## src/rtl/seq_det_pkg.sv

```systemverilog
// Shared constants and the pattern-length clamp for the programmable sequence detector.
package seq_det_pkg;

  localparam logic MODE_OVL  = 1'b1;
  localparam logic MODE_NOVL = 1'b0;
  localparam int   LEN_MIN   = 2;
  localparam int   PAT_W_DEF = 8;
  localparam int   CNT_W_DEF = 8;

  // Clamp a requested length into [LEN_MIN, pat_w].
  function automatic logic [4:0] clamp_len(input logic [4:0] len, input int pat_w);
    logic [4:0] r;
    if (int'(len) < LEN_MIN)
      r = 5'(LEN_MIN);
    else if (int'(len) > pat_w)
      r = 5'(pat_w);
    else
      r = len;
    return r;
  endfunction

endpackage

```

## src/rtl/seq_det_prog_sat_counter.sv

```systemverilog
// Saturating up-counter: counts inc pulses, holds at all-ones.
module sat_counter #(
  parameter int W = 8
) (
  input  logic         clk,
  input  logic         rst,
  input  logic         inc,
  output logic [W-1:0] cnt
);

  always_ff @(posedge clk) begin
    if (rst)
      cnt <= '0;
    else if (inc && (cnt != {W{1'b1}}))
      cnt <= cnt + 1'b1;
  end

endmodule

```

## src/rtl/seq_det_prog.sv

```systemverilog
// Programmable serial sequence detector with overlapping / non-overlapping modes.
// Define SEQ_DET_PROG_CNT_EN to build the saturating match counter; otherwise match_cnt is 0.
module seq_det_prog
  import seq_det_pkg::*;
#(
  parameter int PAT_W = PAT_W_DEF,
  parameter int CNT_W = CNT_W_DEF
) (
  input  logic             clk,
  input  logic             rst,
  input  logic             en,
  input  logic             din,
  input  logic             cfg_load,
  input  logic [PAT_W-1:0] pat,
  input  logic [4:0]       len,
  input  logic             ovl,
  output logic             match,
  output logic [CNT_W-1:0] match_cnt
);

  logic [PAT_W-1:0] pat_q;
  logic [4:0]       len_q;
  logic             ovl_q;
  logic [PAT_W-1:0] hist;
  logic [4:0]       fill;

  logic [PAT_W-1:0] hist_sh;
  logic [PAT_W-1:0] len_mask;
  logic [5:0]       fill_inc;
  logic [4:0]       fill_nxt;
  logic             hit;

  always_comb begin
    hist_sh  = {hist[PAT_W-2:0], din};
    // len_q never exceeds PAT_W, so a shift of PAT_W yields an all-ones mask.
    len_mask = ~({PAT_W{1'b1}} << len_q);
    fill_inc = {1'b0, fill} + 6'd1;
    fill_nxt = (fill_inc >= {1'b0, len_q}) ? len_q : fill_inc[4:0];
    hit      = en && !cfg_load && (fill_inc >= {1'b0, len_q}) &&
               ((hist_sh & len_mask) == (pat_q & len_mask));
  end

  always_ff @(posedge clk) begin
    if (rst) begin
      pat_q <= '0;
      len_q <= 5'(PAT_W);
      ovl_q <= MODE_OVL;
      hist  <= '0;
      fill  <= '0;
      match <= 1'b0;
    end else if (cfg_load) begin
      pat_q <= pat;
      len_q <= clamp_len(len, PAT_W);
      ovl_q <= ovl;
      hist  <= '0;
      fill  <= '0;
      match <= 1'b0;
    end else begin
      match <= hit;
      if (en) begin
        hist <= hist_sh;
        // Non-overlapping mode restarts collection after every hit.
        fill <= (hit && (ovl_q == MODE_NOVL)) ? 5'd0 : fill_nxt;
      end
    end
  end

`ifdef SEQ_DET_PROG_CNT_EN
  sat_counter #(.W(CNT_W)) u_cnt (
    .clk (clk),
    .rst (rst),
    .inc (hit),
    .cnt (match_cnt)
  );
`else
  assign match_cnt = {CNT_W{1'b0}};
`endif

endmodule
```

## config.mk

```make
export PLATFORM = sky130hd
export DESIGN_NAME = seq_det_prog
export DESIGN_NICKNAME = d
export VERILOG_FILES = /design/src/rtl/seq_det_pkg.sv /design/src/rtl/seq_det_prog_sat_counter.sv /design/src/rtl/seq_det_prog.sv
export SDC_FILE = /design/constraint.sdc
export NUM_CORES = 1
export LEC_CHECK = 0
export BUFFER_PORTS_ARGS = -buffer_cell sky130_fd_sc_hd__buf_2
export CORE_MARGIN = 2
export CORE_UTILIZATION = 50
export DETAILED_ROUTE_END_ITERATION = 8
export PLACE_DENSITY = 0.81
export RECOVER_POWER = 50
export SYNTH_ARGS = -nofsm -noshare
export SYNTH_HDL_FRONTEND = slang
export SYNTH_SLANG_ARGS = --single-unit
```

## constraint.sdc

```tcl
create_clock -name clk -period 2.61 [get_ports clk]
set_input_delay 0.3915 -clock clk [delete_from_list [all_inputs] [get_ports clk]]
set_output_delay 0.3915 -clock clk [all_outputs]
set_load 0.05 [all_outputs]
```

==> impl_metrics.toml, run 1 <==
[run_status]
status = "finished, final reports clean"

[setup_path]
required_ps = 2890
max_stage_delay_ps = 440
worstSetupEndpointType = "flip-flop"
cp.arrival_ps = 2610
path_delay_family = "compound AO/OA/AOI/OAI gates"
path_buf_inv = 0
crit_type = "flip-flop to flip-flop"
cp_max_fo = 7
crit_slowest_cell = "dfxtp_1"
crit_path_start_kind = "flip-flop"
path_cells = "nand3_1 -> xnor2_1 -> ha_1 -> a21o_1 -> a21oi_2 -> o21ai_2 -> or2_0 -> a31o_2 -> o21ai_1"

[placement]
gp_congestion = 0.810
io_buffer_count = 19
hpwl_um = 2040

[route]
post_drt_via_cell_ratio = 5.36
dr.pass1.iters = 4
wire_per_inst_um = 12.7
drt.antenna.violating_nets = 0
routed_wl_um = 2600
vias = 1098
drtIter0Drc = 20
drc_errors = 0

[floorplan]
die_w_um = 56.5
start_util = 0.513
die_h_um = 56.5
rows = 19
dieArea_mm2 = 0.00319
num_io_pins = 28
core-area_mm2 = 0.00269

[clock_tree]
clk_transition_reported_paths_ps = 140
root_buffer = "clkbuf_4"
insertion_delay_ps = 330
cts_buffers = 3
cts_setup_buffers = 0
cts.path.max_buffers = 2
cts_hold_buf = 0
cts_resized = 0
clkSinkCount = 27
cts_tree = "yes"
cts_max_level = 1

[timing]
fmax_mhz = 428
hold_ws_ps = 264
drv_slew = 0
rsz0062_at_grt = "false"
maxSlewHeadroom = 0.476
worst_pin_slew_ps = 785
finalHoldViolations = 0
finClkSkew_ps = 10.9
finalSetupViolCount = 0
fin_crit_sh = 0.895
setup_tns_ps = 0
period_minus_slack_ps = 2340

[yosys]
ys_seq_area_frac = 0.392
synth_top_cell_area_share = 0.392
syn_inst = 157
ys_types = 36
yosys.area.top_type = "dfxtp_1"
syn_area_per_cell_um2 = 8.77
synth_area_leaders = "dfxtp_1, mux2i_1, nor2_1, ha_1, buf_4"
syn_area_mm2 = 0.00138
yosys_warnings = 0
synth_seq_cells = 27

[layout]
area_growth_pct = 7.72
final_cell_mix = "dfxtp_1, nor2_1, buf_2"
final_nets = 200
antennaDiodeCount = 0
drive_gt1_frac = 0.155
layout_commonest_cell = "dfxtp_1"

[global_route]
grt_max_degree = 16
grt_pass1_vias = 1100
grt_pass1_wl_um = 4590
grt_usage = 0.179
antenna_found_initial = 0
grt_overflow_total = 0

[pwr]
ir_drop_v = 0.000457
power_density_mw_per_mm2 = 492
p_leak_nw = 0.677

[flow_run]
maxCapViolations = 0

[min_path]
worstHoldPathType = "input pin to flip-flop"
[worst register-to-register path: stages (launching register included)]
cell,delay (ps)
dfxtp_1,440
nand3_1,130
xnor2_1,240
ha_1,290
a21o_1,190
a21oi_2,150
o21ai_2,90
or2_0,320
a31o_2,290
o21ai_1,130
[flip-flops by register name (all words and copies together), names as in the netlist]
| register | flops |
|---|---|
| match | 1 |
| len_q | 5 |
| ovl_q | 1 |
| fill | 5 |
| hist | 7 |
| pat_q | 8 |
[metrics by stage]
| step | power, mW | cell area (um^2) | worst slack, ps | util | instances |
|---|---|---|---|---|---|
| floorplan | 0.542 | 1400 | 570 | - | 164 |
| detailed placement | 0.561 | 1460 | 342 | 0.543 | 201 |
| finish | 0.730 | 1480 | 275 | 0.552 | 205 |
| global placement | 0.556 | 1460 | 440 | 0.543 | 201 |
| CTS | 0.732 | 1490 | 298 | 0.553 | 205 |
| global route | 0.762 | 1480 | 74.2 | 0.552 | 205 |
[layout make-up]
| class | instances | area, um^2 |
|---|---|---|
| fillers | 260 | 1200 |
| multi-input cells | 119 | 764 |
| flip-flops and latches | 27 | 541 |
| repair buffers | 19 | 93.8 |
| well taps | 31 | 38.8 |
| clock buffers | 3 | 22.5 |
| inverters | 5 | 18.8 |
| clock inverters | 1 | 5.00 |
[Yosys cell counts (all sizes together)]
master / n
and3: 1
nor2b: 2
o41ai: 1
buf: 10
nand2: 11
inv: 5
nand3: 3
xnor2: 5
nand2b: 1
clkbuf: 3
ha: 6
nor4b: 1
dfxtp: 27
xor2: 6
a31o: 1
a211oi: 1
nor4: 1
or4: 1
or2: 2
o211ai: 1
a32oi: 1
nor2: 24
nor3: 1
a21oi: 6
a211o: 1
mux2i: 16
o21ai: 16
a21o: 1
o22ai: 1
conb: 1
[where the power goes]
part,leakage [nW],total [mW],switching [mW],internal (mW)
Sequential,0.220,0.438,0.0124,0.425
Clock,0.0177,0.178,0.120,0.0576
Combinational,0.439,0.114,0.0731,0.0411
Total,0.677,0.730,0.206,0.524
[routing by layer]
metal,track usage,vias to the layer above,share of wire,routed length [um]
li1,-,554,-,-
met1,0.204,519,0.43,1110
met2,0.346,20,0.53,1390
met3,0.0138,5,0.024,63
met4,0.0612,0,0.014,36
met5,0,-,0,0
[final timing paths]
| path | startpoint | endpoint | slack, ps | cells past startpoint |
|---|---|---|---|---|
| hold reg to reg | fill[1]$_SDFFE_PP0P_ | fill[1]$_SDFFE_PP0P_ | 500 | 2 |
| setup reg to reg | fill[0]$_SDFFE_PP0P_ | fill[2]$_SDFFE_PP0P_ | 270 | 9 |
| hold / removal | ovl | ovl_q$_SDFFE_PP1P_ | 260 | 2 |
| setup / recovery | fill[0]$_SDFFE_PP0P_ | fill[2]$_SDFFE_PP0P_ | 270 | 9 |
[cells by family (layout without fill, tap and decap cells)]
family / count (synthesis) / in the layout / share of synthesized area
and+or+nand+nor: 48 / 48 / 0.157
AOI/OAI and AO/OA: 30 / 30 / 0.135
DFF: 27 / 27 / 0.392
buffers and inverters: 18 / 28 / 0.0717
muxes: 16 / 16 / 0.116
xor gates and xnor gates: 11 / 11 / 0.0699
adders and majority gates: 6 / 6 / 0.0545
other: 1 / 8 / 0.00272
No activity file was read; power rests on OpenSTA's default activity.
==> inputs of run 2 (changes only) <==
--- a/config.mk
+++ b/config.mk
@@ -6,6 +6,7 @@
 export NUM_CORES = 1
 export LEC_CHECK = 0
 export BUFFER_PORTS_ARGS = -buffer_cell sky130_fd_sc_hd__buf_2
+export CORE_ASPECT_RATIO = 1.1
 export CORE_MARGIN = 2
 export CORE_UTILIZATION = 50
 export DETAILED_ROUTE_END_ITERATION = 8
==> run 2 against run 1 <==
- hold slack worse by 12 ps
- wire length is 6.0% higher
- final cell count stayed put
- power up 0.93%
- via count grew 0.82%
- largest cell class unchanged
- cell area is 0.17% higher
- sequential cell count unchanged
- clock power is 2% higher
- sequential power about the same
==> impl_metrics.toml, run 2 (synthesis gave the netlist of run 1 again) <==
[route]
highest_layer = "met4"
dr_wl_met2_um = 1560
wl_met1_um = 1090
drtIter0Drc = 28
vias = 1107
post_drt_via_cell_ratio = 5.40
wl_met3_um = 76
wire_per_inst_um = 13.4
routed_wl_um = 2750
drc_errors = 0
dr.pass1.iters = 4
drt.antenna.violating_nets = 0

[floorplan]
rows = 19
start_util = 0.537
dieArea_mm2 = 0.00319
die_h_um = 59.1
core-area_mm2 = 0.00257
die_w_um = 54.0
num_io_pins = 28

[placement]
gp_congestion = 0.895
pre_cts_ws_ps = 315
placed_cell_area_mm2 = 0.00146
dp_cells = 201
hpwl_um = 2140
io_buffer_count = 19

[global_route]
grt_pass1_vias = 1111
antenna_found_initial = 0
grt_max_degree = 17
grt_overflow_total = 0
grt_pass1_wl_um = 4440
grt_usage = 0.186

[timing]
worst_pin_slew_ps = 812
fin_crit_sh = 0.903
finClkSkew_ps = 6.33
finalHoldViolations = 0
finalSetupViolCount = 0
rsz0062_at_grt = "false"
period_minus_slack_ps = 2360
hold_ws_ps = 253
drv_slew = 0
maxSlewHeadroom = 0.459
fin_ws_ps = 254
setup_tns_ps = 0
fmax_mhz = 425

[clock_tree]
cts_resized = 0
clkSinkCount = 27
insertion_delay_ps = 320
cts_hold_buf = 0
clk_transition_reported_paths_ps = 150
cts_buffers = 3
cts.path.max_buffers = 2
cts_setup_buffers = 0
root_buffer = "clkbuf_4"
cts_max_level = 1
cts_tree = "yes"

[layout]
area_growth_pct = 7.90
final_util = 0.579
antennaDiodeCount = 0
layout_commonest_cell = "dfxtp_1"
multi_input_area_um2 = 764
fillers = 226
fin_area_mm2 = 0.00149
drive_gt1_frac = 0.155
seq_area_um2 = 541
final_nets = 200
top_register = "pat_q"
largest_reg_flops = 8
largest_registers = "pat_q x8, hist x7"
final_cell_mix = "dfxtp_1, nor2_1, buf_2"
instances_no_fill = 205

[run_status]
status = "finished, final reports clean"

[setup_path]
worstSetupEndpointType = "flip-flop"
path_cells = "nand3_1 -> xnor2_1 -> ha_1 -> a21o_1 -> a21oi_2 -> o21ai_2 -> or2_0 -> o21ai_0 -> o21ai_1"
required_ps = 2840
crit_type = "flip-flop to flip-flop"
max_stage_delay_ps = 430
cp.arrival_ps = 2590
path_delay_family = "compound AO/OA/AOI/OAI gates"
cp_max_fo = 7
crit_slowest_cell = "dfxtp_1"
path_buf_inv = 0
crit_path_start_kind = "flip-flop"

[pwr]
ir_drop_v = 0.000457
p_int_mw = 0.525
power_frac_seq = 0.593
switching_share = 0.287
power_mw = 0.737
p_leak_nw = 0.673
pwr-share-comb = 0.159
clkPwrFrac = 0.248
power_density_mw_per_mm2 = 496
netSwitchingPower_mw = 0.211

[min_path]
worstHoldPathType = "input pin to flip-flop"

[flow_run]
maxCapViolations = 0
[run 2: cell count changes in the layout (fill, tap and decap cells not counted), sizes merged]
cell and change:
clkinv -1, clkinvlp +1
[run 2: final cells by class]
cell class	count	share of cell area
clock buffers	3	0.0152
clock inverters	1	0.00505
inverters	5	0.0126
multi-input cells	119	0.514
flip-flops and latches	27	0.364
well taps	31	0.0261
repair buffers	19	0.0631
[run 2: per-layer routing]
metal | vias up | GRT usage
met3 | 4 | 0.0152
met4 | 0 | 0.0643
li1 | 555 | -
met2 | 25 | 0.373
met5 | - | 0
met1 | 523 | 0.194
[run 2: final timing paths]
path / startpoint / end / slack, ps / cells past startpoint
worst min register to register: fill[1]$_SDFFE_PP0P_ / fill[1]$_SDFFE_PP0P_ / 500 / 2
worst max-delay path: fill[0]$_SDFFE_PP0P_ / fill[4]$_SDFFE_PP0P_ / 250 / 9
worst max register to register: fill[0]$_SDFFE_PP0P_ / fill[4]$_SDFFE_PP0P_ / 250 / 9
worst min-delay path: ovl / ovl_q$_SDFFE_PP1P_ / 250 / 2
[run 2: worst reg2reg max path: stages, from the launching register on]
cell     delay [ps]
dfxtp_1         430
nand3_1         130
xnor2_1         230
ha_1            290
a21o_1          200
a21oi_2         140
o21ai_2          90
or2_0           340
o21ai_0         310
o21ai_1          90
[run 2: power by group through the flow]
stage	Sequential, mW	Clock (mW)	Combinational, mW
floorplan	0.443	0	0.0983
global placement	0.445	0	0.111
detailed placement	0.446	0	0.116
CTS	0.437	0.188	0.117
global route	0.438	0.197	0.128
finish	0.437	0.182	0.117
